[config.mk]
export PLATFORM = sky130hd
export DESIGN_NAME = ps2_host_tx
export DESIGN_NICKNAME = d
export VERILOG_FILES = /design/src/rtl/ps2_pkg.sv /design/src/rtl/ps2_line_filter.sv /design/src/rtl/ps2_host_tx.sv
export SDC_FILE = /design/constraint.sdc
export NUM_CORES = 1
export LEC_CHECK = 0
export CAP_MARGIN = 0
export CORE_MARGIN = 5
export CORE_UTILIZATION = 45
export DETAILED_ROUTE_END_ITERATION = 6
export GPL_ROUTABILITY_DRIVEN = 0
export GPL_TIMING_DRIVEN = 0
export PLACE_DENSITY = 0.61
export SLEW_MARGIN = 15
export SYNTH_ARGS = -nofsm -noshare
export SYNTH_HDL_FRONTEND = slang
export SYNTH_SLANG_ARGS = --single-unit
[constraint.sdc]
create_clock -name clk -period 2.6 [get_ports clk]
set_input_delay 0.78 -clock clk [delete_from_list [all_inputs] [get_ports clk]]
set_output_delay 0.78 -clock clk [all_outputs]
set_load 0.005 [all_outputs]
[src/rtl/ps2_pkg.sv]
// rtl/ps2_pkg.sv - shared PS/2 types, counter widths and command bytes
// Used by both the host transmitter and the keyboard receiver.
package ps2_pkg;

    typedef enum logic [2:0] {
        IDLE,
        INHIBIT,
        START,
        BITS,
        ACK,
        WAIT_IDLE,
        DONE
    } ps2_state_e;

    // Wide enough for a 20 ms timeout at 50 MHz.
    localparam int CNT_W     = 20;
    localparam int BIT_IDX_W = 4;

    localparam logic [7:0] CMD_RESET   = 8'hFF;
    localparam logic [7:0] CMD_SET_LED = 8'hED;
    localparam logic [7:0] CMD_ENABLE  = 8'hF4;
    localparam logic [7:0] ACK_BYTE    = 8'hFA;

    function automatic logic odd_parity(input logic [7:0] d);
        return ~^d;
    endfunction

endpackage

[src/rtl/ps2_line_filter.sv]
// rtl/ps2_line_filter.sv - 2-FF synchronizer, run-length glitch filter and fall pulse
// One instance per PS/2 line; the filtered level idles high.
module ps2_line_filter #(
    parameter int FILTER_LEN = 8
) (
    input  logic clk,
    input  logic rst_n,
    input  logic line_in,
    output logic level,
    output logic fall
);

    localparam int             FW       = $clog2(FILTER_LEN + 1);
    localparam logic [FW-1:0]  CNT_LAST = FW'(FILTER_LEN - 1);

    logic          sync1_q, sync1_d;
    logic          sync2_q, sync2_d;
    logic [FW-1:0] cnt_q, cnt_d;
    logic          level_q, level_d;
    logic          fall_q, fall_d;

    always_ff @(posedge clk or negedge rst_n) begin
        if (!rst_n) begin
            sync1_q <= 1'b1;
            sync2_q <= 1'b1;
            cnt_q   <= '0;
            level_q <= 1'b1;
            fall_q  <= 1'b0;
        end else begin
            sync1_q <= sync1_d;
            sync2_q <= sync2_d;
            cnt_q   <= cnt_d;
            level_q <= level_d;
            fall_q  <= fall_d;
        end
    end

    always_comb begin
        sync1_d = line_in;
        sync2_d = sync1_q;
        cnt_d   = cnt_q;
        level_d = level_q;
        // The counter tracks how long the sample has disagreed with the accepted level.
        if (sync2_q == level_q) begin
            cnt_d = '0;
        end else if (cnt_q == CNT_LAST) begin
            level_d = sync2_q;
            cnt_d   = '0;
        end else begin
            cnt_d = cnt_q + FW'(1);
        end
        fall_d = level_q & ~level_d;
    end

    assign level = level_q;
    assign fall  = fall_q;

endmodule

[src/rtl/ps2_host_tx.sv]
// rtl/ps2_host_tx.sv - PS/2 host-to-device command byte transmitter
// Drives the open-drain lines only through active-high pull-low enables.
module ps2_host_tx
    import ps2_pkg::*;
#(
    parameter int INHIBIT_CYCLES = 5000,
    parameter int START_CYCLES   = 50,
    parameter int TIMEOUT_CYCLES = 1000000,
    parameter int FILTER_LEN     = 8
) (
    input  logic       clk,
    input  logic       rst_n,
    input  logic       sel,
    input  logic       tx_start,
    input  logic [7:0] tx_data,
    input  logic       ps2_clk_in,
    input  logic       ps2_data_in,
    output logic       ps2_clk_oe,
    output logic       ps2_data_oe,
    output logic       busy,
    output logic       done,
    output logic       err
);

    localparam logic [CNT_W-1:0] INH_LAST   = CNT_W'(INHIBIT_CYCLES - 1);
    localparam logic [CNT_W-1:0] START_LAST = CNT_W'(START_CYCLES - 1);
    localparam logic [CNT_W-1:0] TO_LAST    = CNT_W'(TIMEOUT_CYCLES - 1);

    logic clk_level, clk_fall;
    logic data_level, data_fall_unused;

    ps2_line_filter #(.FILTER_LEN(FILTER_LEN)) u_clk_filter (
        .clk     (clk),
        .rst_n   (rst_n),
        .line_in (ps2_clk_in),
        .level   (clk_level),
        .fall    (clk_fall)
    );

    ps2_line_filter #(.FILTER_LEN(FILTER_LEN)) u_data_filter (
        .clk     (clk),
        .rst_n   (rst_n),
        .line_in (ps2_data_in),
        .level   (data_level),
        .fall    (data_fall_unused)
    );

    ps2_state_e           state_q, state_d;
    logic [CNT_W-1:0]     cnt_q, cnt_d;
    logic [BIT_IDX_W-1:0] idx_q, idx_d;
    logic [7:0]           byte_q, byte_d;
    logic                 parity_q, parity_d;
    logic                 clk_oe_q, clk_oe_d;
    logic                 data_oe_q, data_oe_d;
    logic                 err_q, err_d;
    logic                 tx_bit;

    always_ff @(posedge clk or negedge rst_n) begin
        if (!rst_n) begin
            state_q   <= IDLE;
            cnt_q     <= '0;
            idx_q     <= '0;
            byte_q    <= '0;
            parity_q  <= 1'b0;
            clk_oe_q  <= 1'b0;
            data_oe_q <= 1'b0;
            err_q     <= 1'b0;
        end else begin
            state_q   <= state_d;
            cnt_q     <= cnt_d;
            idx_q     <= idx_d;
            byte_q    <= byte_d;
            parity_q  <= parity_d;
            clk_oe_q  <= clk_oe_d;
            data_oe_q <= data_oe_d;
            err_q     <= err_d;
        end
    end

    // Index 8 selects the parity bit; index 9 is handled as the stop bit.
    assign tx_bit = idx_q[3] ? parity_q : byte_q[idx_q[2:0]];

    always_comb begin
        state_d   = state_q;
        cnt_d     = cnt_q;
        idx_d     = idx_q;
        byte_d    = byte_q;
        parity_d  = parity_q;
        clk_oe_d  = clk_oe_q;
        data_oe_d = data_oe_q;
        err_d     = err_q;

        case (state_q)
            IDLE: begin
                clk_oe_d  = 1'b0;
                data_oe_d = 1'b0;
                if (sel && tx_start) begin
                    byte_d   = tx_data;
                    parity_d = odd_parity(tx_data);
                    err_d    = 1'b0;
                    cnt_d    = '0;
                    clk_oe_d = 1'b1;
                    state_d  = INHIBIT;
                end
            end
            INHIBIT: begin
                if (cnt_q == INH_LAST) begin
                    cnt_d     = '0;
                    data_oe_d = 1'b1;
                    state_d   = START;
                end else begin
                    cnt_d = cnt_q + CNT_W'(1);
                end
            end
            START: begin
                if (cnt_q == START_LAST) begin
                    cnt_d    = '0;
                    idx_d    = '0;
                    clk_oe_d = 1'b0;
                    state_d  = BITS;
                end else begin
                    cnt_d = cnt_q + CNT_W'(1);
                end
            end
            BITS, ACK, WAIT_IDLE: begin
                // Timeout wins over a clock fall landing in the same cycle.
                if (cnt_q == TO_LAST) begin
                    clk_oe_d  = 1'b0;
                    data_oe_d = 1'b0;
                    err_d     = 1'b1;
                    state_d   = DONE;
                end else begin
                    cnt_d = cnt_q + CNT_W'(1);
                    if (state_q == BITS) begin
                        if (clk_fall) begin
                            idx_d = idx_q + BIT_IDX_W'(1);
                            if (idx_q == BIT_IDX_W'(9)) begin
                                data_oe_d = 1'b0;
                                state_d   = ACK;
                            end else begin
                                data_oe_d = ~tx_bit;
                            end
                        end
                    end else if (state_q == ACK) begin
                        if (clk_fall) begin
                            err_d   = data_level;
                            state_d = WAIT_IDLE;
                        end
                    end else if (clk_level && data_level) begin
                        state_d = DONE;
                    end
                end
            end
            DONE: begin
                state_d = IDLE;
            end
            default: begin
                state_d = IDLE;
            end
        endcase
    end

    assign ps2_clk_oe  = clk_oe_q;
    assign ps2_data_oe = data_oe_q;
    assign busy        = (state_q != IDLE);
    assign done        = (state_q == DONE);
    assign err         = err_q;

endmodule

==> impl_metrics.yaml <==
status:
  outcome: "finished clean"
routing:
  first_iter_violations: 82
  drt_wl_total_mm: 6.116
  dr.pass1.iters: 4
  post_drt_wl_per_cell_um: 14.99
  vias: 2228
  drc: 0
  via_per_inst: 5.461
  ant_nets: 0
synth:
  synth-edff-count: 0
  syn_inst: 305
  synth_top_area_share_pct: 40.64
  ys.flop_type: "dfrtp_1"
  yosys_warnings: 0
  async_flop_share_pct: 100.0
  yosysTopAreaCell: "dfrtp_1"
  ys_seq_area_share_pct: 45.98
  avgSynthCellArea_um2: 9.690
  post_synth_num_cell_types: 57
  synthesis.area_um2: 2955
  synth-seq-cells: 54
  syn_nets: 325
  ys_top_cells_by_count: "48 x dfrtp_1, 48 x nand2_1, 41 x nor2_1"
  yosys-top-cells-area: "dfrtp_1 41%, nand2_1 6.1%, dfstp_2 5.3%, nor2_1 5.2%, xnor2_1 4.4%"
power_and_ir_drop:
  p_leak_uw: 0.001472
  finalPower_uw: 1616
  vdd_drop_max_mv: 0.4317
  power.density_nw_per_um2: 481.3
placed_design:
  place_worst_setup_slack_ns: -0.3743
  dpl_cell_area_um2: 3229
  port_buffers: 18
  dp_hpwl_mm: 4.422
global_route:
  grt_pass1_wl_mm: 10.90
  grt_usage_pct: 15.75
  antenna_found_initial: 0
  grt_max_degree: 55
  grt_overflow_total: 0
  grt_pass1_vias: 2328
worst_setup_path:
  arrival_ns: 1.82
  critical_path.max_fanout: 10
  rrSetupSlack_ns: 0.17
  worst_setup_path_end_kind: "output pin"
  path_class: "reg2out"
  required_ns: 1.82
  cp-start-kind: "register"
timing:
  setup_ws_ns: 0.004565
  relSlewSlack_pct: 54.38
  tightest_slew_ns: 0.6843
  finalCritPeriodShare_pct: 99.82
  rsz0062_at_grt: "yes"
  period_minus_slack_ns: 2.595
  finalMaxSlewViolations: 0
  final_hold_viol_count: 0
  clock.fmax_ghz: 0.3853
  skew_ns: 0.01299
  setup_viol: 0
clock_tree:
  holdBufCountCts: 0
  cts_buffers: 5
  cts_resized: 4
  clk_path_buf_depth: 2
  insertion_delay_ns: 0.31
  clock-sinks: 54
  root_buffer: "clkbuf_8"
  cts_tree: "yes"
  clk_pin_slew_ns: 0.11
  post_cts_buffers: 0
  cts.htree.levels: 2
finish:
  areaGrowthSynthToFinish_pct: 13.59
  layout-drive-gt1-share_pct: 13.29
  final_nets: 350
  final_core_util_pct: 52.57
  fin_area_um2: 3357
  insertedDiodeCount: 0
job:
  drv_cap: 0
die:
  die_y_um: 91.04
  dieArea_um2: 8288
  rows: 29
  floorplan.initialDensity_pct: 46.28
  core_um2: 6386
  ioPinCount: 19
  die_w_um: 91.04
min_path:
  hp-class: "reg2reg"
## report_power, final
part	total [uW]	leakage [uW]	internal, uW	switching [uW]
clock network	473	0.0000441	190	284
logic	181	0.000729	97.4	83.9
registers	961	0.000699	909	51.5
total	1620	0.00147	1200	419
## path summary, 6_finish.rpt
kind                                 startpoint                    end  cells after the start
setup reg to reg                      cnt_q[10]                    err                      7
setup / recovery                     state_q[1]                   done                      5
hold / removal             u_clk_filter.sync1_q   u_clk_filter.sync2_q                      0
hold reg to reg            u_clk_filter.sync1_q   u_clk_filter.sync2_q                      0
min in group asynchronous                 rst_n  u_clk_filter.cnt_q[0]                      1
max in group asynchronous                 rst_n              byte_q[4]                      1
## layer usage
metal,track usage (%),routed length [um]
met5,0,0
met4,5.501,99
met3,3.058,233
met2,25.24,2812
met1,21.32,2970
## kinds of logic after synthesis
family,after synthesis,synth area share (%)
compound gates,43,10.58
xor+xnor,29,8.595
fa+ha+maj,6,2.540
buf+inv,15,2.752
flops,54,45.98
mux,10,4.445
simple gates,148,25.11
## cell usage in the layout, fill, tap and decap left out, types with 6 or more instances in the layout
master,n
nand2_1,48
dfrtp_1,48
nor2_1,41
clkdlybuf4s50_1,17
xnor2_1,15
xor2_1,14
nand3_1,13
o21ai_0,9
nor3_1,6
nor3b_1,6
a21oi_1,6
ha_1,6
dfstp_2,6
## sequential cells by signal, summed over array words and instances (netlist names), 3 cells and up
signal,cells
byte_q,8
cnt_q,20
idx_q,4
state_q,3
u_clk_filter.cnt_q,4
u_data_filter.cnt_q,4
## worst max-delay path: stages, from the launching register on
cell and delay (ns):
dfrtp_1 0.33, buf_2 0.19, buf_4 0.20, nand2_1 0.10
nor2_1 0.16, clkdlybuf4s50_1 0.53
## stage by stage
step / hold slack [ns] / instances / TNS (ns)
4_1_cts: 0.3662 / 408 / -0.1777
3_5_place_dp: 0.3468 / 400 / -2.588
2_1_floorplan: 0.3452 / 305 / 0
6_report: 0.3630 / 408 / 0
3_3_place_gp: 0.3465 / 400 / -49.84
5_1_grt: 0.3717 / 408 / -0.1802
## final cells by class
| cell class | count | area, um2 |
|---|---|---|
| fill | 602 | 3029 |
| multi-input combinational | 236 | 1546 |
| clock inverter | 3 | 21.27 |
| tap | 77 | 96.34 |
| buffer | 10 | 68.82 |
| clock buffer | 5 | 68.82 |
| sequential | 54 | 1359 |
| timing repair buffer | 18 | 177.7 |
| inverter | 5 | 18.77 |
Power figures use the tool's default switching activity.
